**src/rtl/mem_pkg.sv**
```systemverilog
// Shared encodings for the MEM-stage load/store unit: MemOp codes, FSM states, defaults.
package mem_pkg;

    localparam int unsigned WAIT_MAX_DEFAULT = 15;

    typedef enum logic [2:0] {
        OpWord  = 3'b000,
        OpHalfS = 3'b001,
        OpHalfU = 3'b010,
        OpByteS = 3'b011,
        OpByteU = 3'b100
    } mem_op_e;

    typedef enum logic [1:0] {
        StIdle = 2'b00,
        StBusy = 2'b01,
        StDone = 2'b10
    } mem_state_e;

    function automatic logic op_is_half(input logic [2:0] op);
        return (op == OpHalfS) || (op == OpHalfU);
    endfunction

    function automatic logic op_is_byte(input logic [2:0] op);
        return (op == OpByteS) || (op == OpByteU);
    endfunction

    // Unlisted encodings fall back to word size, so they demand word alignment.
    function automatic logic op_aligned(input logic [2:0] op, input logic [1:0] lane);
        if (op_is_byte(op)) begin
            return 1'b1;
        end else if (op_is_half(op)) begin
            return ~lane[0];
        end
        return lane == 2'b00;
    endfunction

endpackage

```
**src/rtl/mem_load_align.sv**
```systemverilog
// Load-data aligner: picks the addressed byte/half lane (little-endian) and extends it.
module mem_load_align
    import mem_pkg::*;
(
    input  logic [31:0] rdata,
    input  logic [1:0]  addr,
    input  logic [2:0]  mem_op,
    output logic [31:0] aligned
);

    logic [7:0]  byte_sel;
    logic [15:0] half_sel;

    always_comb begin
        byte_sel = 8'h00;
        unique case (addr)
            2'b00: byte_sel = rdata[7:0];
            2'b01: byte_sel = rdata[15:8];
            2'b10: byte_sel = rdata[23:16];
            2'b11: byte_sel = rdata[31:24];
            default: byte_sel = 8'h00;
        endcase
        half_sel = addr[1] ? rdata[31:16] : rdata[15:0];
    end

    always_comb begin
        aligned = rdata;
        case (mem_op)
            OpHalfS: aligned = {{16{half_sel[15]}}, half_sel};
            OpHalfU: aligned = {16'h0000, half_sel};
            OpByteS: aligned = {{24{byte_sel[7]}}, byte_sel};
            OpByteU: aligned = {24'h000000, byte_sel};
            default: aligned = rdata;
        endcase
    end

endmodule

```
**src/rtl/mem_access_unit.sv**
```systemverilog
// MEM-stage load/store unit: issues req/ack bus transactions, stalls the pipe while
// outstanding, aligns load data into Mem_dataout and flags misalignment and timeout.
module mem_access_unit
    import mem_pkg::*;
#(
    parameter int unsigned WAIT_MAX = WAIT_MAX_DEFAULT
) (
    input  logic        clk,
    input  logic        rst,
    input  logic        Mem_valid,
    input  logic        Mem_MemRd,
    input  logic        Mem_MemWr,
    input  logic [2:0]  Mem_MemOp,
    input  logic [31:0] Mem_ALUout,
    input  logic [31:0] Mem_busB,
    output logic [31:0] Mem_dataout,
    output logic        mem_stall,
    output logic        mem_addr_err,
    output logic        mem_bus_err,
    output logic        dm_req,
    output logic        dm_we,
    output logic [29:0] dm_addr,
    output logic [3:0]  dm_be,
    output logic [31:0] dm_wdata,
    input  logic        dm_ack,
    input  logic [31:0] dm_rdata
);

    localparam logic [7:0] CntLast = 8'(WAIT_MAX - 1);

    mem_state_e  state;
    logic [7:0]  wait_cnt;
    logic [2:0]  op_q;
    logic [1:0]  lane_q;

    logic        access;
    logic        aligned_ok;
    logic        start;
    logic [3:0]  be_n;
    logic [31:0] wdata_n;
    logic [31:0] load_data;

    assign access       = Mem_valid & (Mem_MemRd | Mem_MemWr);
    assign aligned_ok   = op_aligned(Mem_MemOp, Mem_ALUout[1:0]);
    assign start        = access & aligned_ok & (state == StIdle);
    assign mem_addr_err = access & ~aligned_ok;
    assign mem_stall    = start | (state == StBusy);

    // Store lane steering; a load (including MemRd-only) reads all four lanes.
    always_comb begin
        be_n    = 4'b1111;
        wdata_n = 32'h0000_0000;
        if (Mem_MemWr) begin
            if (op_is_byte(Mem_MemOp)) begin
                be_n    = 4'b0001 << Mem_ALUout[1:0];
                wdata_n = {4{Mem_busB[7:0]}};
            end else if (op_is_half(Mem_MemOp)) begin
                be_n    = Mem_ALUout[1] ? 4'b1100 : 4'b0011;
                wdata_n = {2{Mem_busB[15:0]}};
            end else begin
                wdata_n = Mem_busB;
            end
        end
    end

    mem_load_align u_align (
        .rdata   (dm_rdata),
        .addr    (lane_q),
        .mem_op  (op_q),
        .aligned (load_data)
    );

    always_ff @(posedge clk or negedge rst) begin
        if (!rst) begin
            state       <= StIdle;
            wait_cnt    <= 8'd0;
            op_q        <= 3'b000;
            lane_q      <= 2'b00;
            dm_req      <= 1'b0;
            dm_we       <= 1'b0;
            dm_addr     <= 30'd0;
            dm_be       <= 4'b0000;
            dm_wdata    <= 32'h0000_0000;
            Mem_dataout <= 32'h0000_0000;
            mem_bus_err <= 1'b0;
        end else begin
            mem_bus_err <= 1'b0;
            unique case (state)
                StIdle: begin
                    if (start) begin
                        dm_req   <= 1'b1;
                        dm_we    <= Mem_MemWr;
                        dm_addr  <= Mem_ALUout[31:2];
                        dm_be    <= be_n;
                        dm_wdata <= wdata_n;
                        op_q     <= Mem_MemOp;
                        lane_q   <= Mem_ALUout[1:0];
                        wait_cnt <= 8'd0;
                        state    <= StBusy;
                    end
                end
                StBusy: begin
                    if (dm_ack) begin
                        dm_req <= 1'b0;
                        if (!dm_we) begin
                            Mem_dataout <= load_data;
                        end
                        state <= StDone;
                    end else if (wait_cnt == CntLast) begin
                        dm_req      <= 1'b0;
                        Mem_dataout <= 32'h0000_0000;
                        mem_bus_err <= 1'b1;
                        state       <= StDone;
                    end else begin
                        wait_cnt <= wait_cnt + 8'd1;
                    end
                end
                // One unstalled cycle lets MEM/WB capture the result; no relaunch here.
                StDone: state <= StIdle;
                default: state <= StIdle;
            endcase
        end
    end

endmodule

```
**config.mk**
```make
export PLATFORM = sky130hd
export DESIGN_NAME = mem_access_unit
export DESIGN_NICKNAME = d
export VERILOG_FILES = /design/src/rtl/mem_pkg.sv /design/src/rtl/mem_load_align.sv /design/src/rtl/mem_access_unit.sv
export SDC_FILE = /design/constraint.sdc
export NUM_CORES = 1
export LEC_CHECK = 0
export BUFFER_PORTS_ARGS = -buffer_cell sky130_fd_sc_hd__buf_2
export CORE_MARGIN = 3
export CORE_UTILIZATION = 30
export DETAILED_ROUTE_END_ITERATION = 12
export SYNTH_ARGS = -nofsm -noshare
export SYNTH_HDL_FRONTEND = slang
export SYNTH_SLANG_ARGS = --single-unit
```
**constraint.sdc**
```tcl
create_clock -name clk -period 2.07 [get_ports clk]
set_clock_uncertainty 0.15 [all_clocks]
set_input_delay 0.1035 -clock clk [delete_from_list [all_inputs] [get_ports clk]]
set_output_delay 0.1035 -clock clk [all_outputs]
set_load 0.005 [all_outputs]
```
Word level (Yosys, flattened, before mapping)

Index checks and enable logic that the tools add are counted.

Register bits: 116
Bits in latches: 0
Bits in writable memories: 0
Memory bits (read-only): 0
Input port bits: 105
Output and inout port bits: 103
Logic and storage cells: 84
Memories: 0

Add/subtract/negate cells: 1
Multiply operators: 0
Div/mod/pow operators: 0
Magnitude comparators: 0
Equal/unequal tests: 18
Shift-type cells: 1
Muxes and demuxes: 33
Bitwise operators: 8
Reduce and logical (&&, ||, !) cells: 12

Operators with widths:

| operator              | number |
|---|---|
| $mux W32              | 6 |
| $pmux W32 S4          | 1 |
| $pmux W8 S4           | 1 |
| $mux W8               | 3 |
| $mux W16              | 1 |
| $mux W4               | 4 |
| $pmux W8 S2           | 1 |
| $eq A3 B2 Y1 const B  | 4 |
| $mux W1               | 11 |
| $add A8 B1 Y8 const B | 1 |
| $eq A8 B4 Y1 const B  | 1 |
| $ne A2 B2 Y1 const B  | 4 |
| $eq A3 B1 Y1 const B  | 2 |
| $eq A3 B3 Y1 const B  | 2 |
| $logic_not A2 Y1      | 3 |
| $mux W2               | 3 |
| $reduce_and A3 Y1     | 2 |
| $and A1 B1 Y1         | 4 |
| $eq A2 B1 Y1 const B  | 2 |
| $eq A2 B2 Y1 const B  | 2 |
| $pmux W2 S2           | 1 |
| $reduce_and A2 Y1     | 2 |
| $reduce_and A4 Y1     | 1 |
| $reduce_bool A2 Y1    | 2 |
| 6 further kinds       | 9 |

Longest topological paths before layout

Word-level depth: 9
Gate-level depth with buffers: 9

Hierarchy

From an unflattened synthesis, not the netlist that was laid out.

Cells, all modules: 611
Area total of the unflattened synthesis: 6039.5 µm²

By module, submodules not included:

| module          | times used | cells each | area an instance (µm²) | sequential area each (µm²) |
|---|---|---|---|---|
| mem_access_unit | 1          | 488        | 5003.5                 | 2902.8 |
| mem_load_align  | 1          | 123        | 1036.0                 | 0.0 |

Least setup slack after synthesis

No wires, ideal clock.

Kind: reg-to-reg
Start: register wait_cnt[0]
End: register Mem_dataout[7]
Arrival: 1.775 ns
Data required time: 1.837 ns
Slack: 0.062 ns
Cell stages (with the launch flop): 10
Period minus slack after synthesis: 2.008 ns
Path through: dfrtp_1 inv_1 ha_1 nand4b_1 nor3_2 nor2_1 clkbuf_1 clkbuf_1 nand2_1 o21ai_0

Word-level cells in the longest chain between the ends: 3

RTL lines:

| what                         | RTL line               | text |
|---|---|---|
| start, declared              | mem_access_unit.sv:32  | `logic [7:0] wait_cnt;` |
| start signal, assigned       | mem_access_unit.sv:115 | `wait_cnt <= wait_cnt + 8'd1;` |
| $eq A8 B4 Y1                 | mem_access_unit.sv:109 | `end else if (wait_cnt == CntLast) begin` |
| $reduce_bool A2 Y1 (no line) | --                     |  |
| $reduce_and A3 Y1 (no line)  | --                     |  |
| end signal, assigned         | mem_access_unit.sv:106 | `Mem_dataout <= load_data;` |
| end, declared                | mem_access_unit.sv:16  | `output logic [31:0] Mem_dataout,` |

Every way passes these cells.
A chain may end at the register's enable or synchronous reset.

Final worst setup path

Start: register state[1]
End: register Mem_dataout[4]

Word-level cells in the longest chain between the ends: 2

RTL lines:

| what                        | RTL line               | text |
|---|---|---|
| start, declared             | mem_access_unit.sv:31  | `mem_state_e state;` |
| start signal, assigned      | mem_access_unit.sv:75  | `state <= StIdle;` |
| start signal, assigned      | mem_access_unit.sv:99  | `state <= StBusy;` |
| start signal, assigned      | mem_access_unit.sv:108 | `state <= StDone;` |
| $eq A2 B1 Y1                | mem_access_unit.sv:88  | `unique case (state)` |
| $reduce_and A3 Y1 (no line) | --                     |  |

Every way passes these cells.

==> qor.yml <==
pwr:
  pwr-share-clk: 0.291
  p_switching_mw: 3.16
  power_density_nw_per_um2: 1110
  combPwrFrac: 0.342
  seq_power_share: 0.367
  internal_power_mw: 6.57
  sw_frac_of_total: 0.325
  power_leakage_nw: 4.19
  p_total_mw: 9.73
  peakVddDrop_v: 0.000628
floorplan:
  core.rowCount: 49
  die_x_um: 143
  initial_core_util: 0.309
  pin_count: 208
  die_h_um: 143
  die_area_sq_um: 20400
  core_area_sq_um: 18100
sta:
  fmax_mhz: 505
  hold_violations: 0
  period_minus_slack_ps: 1980
  rsz0062_at_grt: "no"
  setup_viol: 0
  worstMarginPinSlew_ps: 500
  relSlewSlack: 0.666
  worst_slack_ps: 91.1
  period_share: 0.956
  fin_hold_ws_ps: 5.68
  setup-tns-final_ps: 0
  slew_viol_final: 0
synthesis:
  yosysWarnings: 0
  yosysSeqAreaShare: 0.518
  syn_area_per_cell_sq_um: 10.9
  synthFlopType: "dfrtp_1"
  synth_edf_count: 0
  synth-seq-cells: 116
  synthDistinctLibCells: 56
  netlist_area_sq_um: 5610
  syn_nets: 622
  async_flop_share: 1.00
  syn-instance-count: 515
clock_network:
  root_buffer: "clkbuf_16"
  cts_tree: "built"
  clock_path_buffers: 2
  cts_buffers: 17
  cts_num_sinks: 116
  clk-insertion-delay-late_ps: 410
  cts.clk_slew.worst_paths_ps: 60
  h-tree-depth: 4
detailed_routing:
  drcViolationCount: 0
  drt_iter0_drc: 234
  routed_wl_um: 18600
  num_vias: 5363
  dr.pass1.iters: 5
  wl_per_cell_um: 17.1
  routed_via_density: 4.91
  ant_nets: 0
critical_path:
  reg2reg_depth: 5
  crit_fanout: 21
  cp_slowest_stage_delay_ps: 510
  rrSetupSlack_ps: 90
  r2r-start: "state[1]"
  critPathTopFamily: "simple AND/OR/NAND/NOR gates"
  cp_slowest_cell: "or3b_2"
  start_kind: "flip-flop"
  crit_path_end_kind: "flip-flop"
  critical_path_class: "reg -> reg"
  crit_chain: "or3b_2, nor3_2, nor2_4, o2bb2ai_1, a221o_1"
  r2r_end: "Mem_dataout[4]"
  worstPathRequired_ps: 2210
  crit_buf_inv: 0
  critPathArrivalTime_ps: 2120
hold_path:
  hold_depth: 4
  hold-path-endpoint: "dm_wdata[28]"
  hold_start: "Mem_busB[28]"
  worstHoldPathType: "in -> reg"
layout:
  antennaDiodeCount: 0
  nFillCells: 1670
  layout.nets: 957
  postLayoutCoreUtil: 0.483
  syn2layout_area_growth_pct: 56.3
  drive_above_1_share: 0.382
global_routing:
  grt_max_degree: 48
  grt_pass1_wl_um: 29400
  grtUsageTotal: 0.182
  first_global_vias: 5567
  antenna_found_initial: 0
  grt_overflow: 0
place:
  hpwl_um: 12600
  gp_congestion: 0.821
  port_buffers: 207
  dp_slack_ps: -93.5
status:
  status: "complete, no violations"
flow_run:
  max-cap-violations: 0
## what timing repair did
item,in CTS,in global routing
endpoints found under the hold margin,218,0
buffers inserted,1,0
hold buffers,104,0
gates resized for setup,1,6
endpoints found under the setup margin,13,18
pin swaps,0,1
## registers in the layout, summed over array words and instances, names as in the netlist
signal       count
mem_bus_err      1
lane_q           2
dm_we            1
dm_be            4
Mem_dataout     32
dm_addr         30
wait_cnt         8
dm_wdata        32
state            2
dm_req           1
op_q             3
## cells by family (layout without fill, tap and decap cells)
logic type / Yosys count / in the layout / share of synthesized area
AND/OR/NAND/NOR: 129 / 129 / 0.103
AO/OA/AOI/OAI: 143 / 143 / 0.182
flip-flops: 116 / 116 / 0.518
buffers and inverters: 44 / 392 / 0.0381
XOR/XNOR: 10 / 10 / 0.0156
adder cells (fa/ha/maj): 3 / 3 / 0.00647
multiplexers: 70 / 70 / 0.137
## area by class of cell
cell class / count / area, sq um / area share
Sequential cell: 116 / 2900 / 0.331
Timing Repair Buffer: 350 / 2440 / 0.278
Multi-Input combinational cell: 355 / 2530 / 0.288
Clock inverter: 11 / 103 / 0.0117
Inverter: 10 / 37.5 / 0.00428
Tap cell: 229 / 287 / 0.0327
Clock buffer: 21 / 470 / 0.0536
## power by group through the flow
stage | Combinational, mW | Sequential, mW | Clock (mW)
after floorplan | 1.61 | 3.55 | 0
after global placement | 3.10 | 3.59 | 0
after detailed placement | 3.15 | 3.58 | 0
after CTS | 3.32 | 3.57 | 2.89
after global routing | 3.70 | 3.67 | 3.00
final | 3.33 | 3.57 | 2.83
## stage by stage
step | cells | area [sq um]
after CTS | 1092 | 8750
after global routing | 1092 | 8770
after detailed placement | 955 | 7120
after global placement | 955 | 7120
final | 1092 | 8770
after floorplan | 515 | 5610
## tightest hold or removal path: stages
cell	delay (ps)
buf_2	70
mux2i_1	50
o21ai_0	180
a22o_1	130
## how the worst max path moves through the flow
stage | start | endpoint | cells past startpoint
2_1_floorplan | wait_cnt[0] | Mem_dataout[7] | 9
3_3_place_gp | wait_cnt[0] | Mem_dataout[19] | 8
3_5_place_dp | wait_cnt[0] | Mem_dataout[29] | 8
4_1_cts | state[1] | Mem_dataout[4] | 5
5_1_grt | state[1] | Mem_dataout[6] | 5
6_report | state[1] | Mem_dataout[4] | 5
## cell usage in the layout, fill, tap and decap left out, drive strengths merged, types with 2 or more instances in the layout
| master | synthesis | layout |
|---|---|---|
| nor2 | 52 | 52 |
| and3 | 3 | 3 |
| or3b | 2 | 2 |
| o211ai | 14 | 14 |
| a32o | 7 | 7 |
| clkinv | 0 | 6 |
| nand3 | 2 | 2 |
| ha | 2 | 2 |
| o2bb2ai | 15 | 15 |
| xor2 | 5 | 5 |
| a21o | 2 | 2 |
| o21ai | 53 | 53 |
| a221o | 7 | 7 |
| nand2 | 46 | 46 |
| o32a | 3 | 3 |
| a31oi | 2 | 2 |
| a21boi | 2 | 2 |
| dlygate4sd3 | 0 | 104 |
| a21oi | 5 | 5 |
| or2 | 4 | 4 |
| dfrtp | 116 | 116 |
| mux2 | 36 | 36 |
| o22ai | 2 | 2 |
| o31ai | 9 | 9 |
| xnor2 | 5 | 5 |
| clkbuf | 18 | 21 |
| nor3 | 3 | 3 |
| nand4 | 4 | 4 |
| mux2i | 33 | 33 |
| nor3b | 2 | 2 |
| nor2b | 3 | 3 |
| nand2b | 4 | 4 |
| a22o | 16 | 16 |
| clkinvlp | 0 | 3 |
| buf | 16 | 246 |
| inv | 10 | 11 |
## metal layers
metal / vias to the layer above / routed length (um) / share of wire / track usage
met5: - / 0 / 0 / 0
met4: 0 / 274 / 0.015 / 0.0465
met3: 23 / 1210 / 0.065 / 0.0529
met2: 203 / 9000 / 0.48 / 0.297
met1: 2573 / 8140 / 0.44 / 0.238
li1: 2564 / - / - / -
## cell usage after synthesis (5+ instances only)
cell type  count  area, sq um
inv_1          8         30.0
nand2_1       46          173
nor2_1        49          184
o21ai_0       52          260
a22o_1        16          140
clkbuf_1      18         67.6
a21oi_1        5         25.0
a221o_1        7         70.1
o31ai_1        9         67.6
xor2_1         5         43.8
a32o_1         7         70.1
buf_2          9         45.0
xnor2_1        5         43.8
dfrtp_1      116         2900
mux2_2        32          360
buf_6          5         56.3
o211ai_1      14          105
o2bb2ai_1     15          131
mux2i_1       33          330
(Power assumes the default switching activity.)
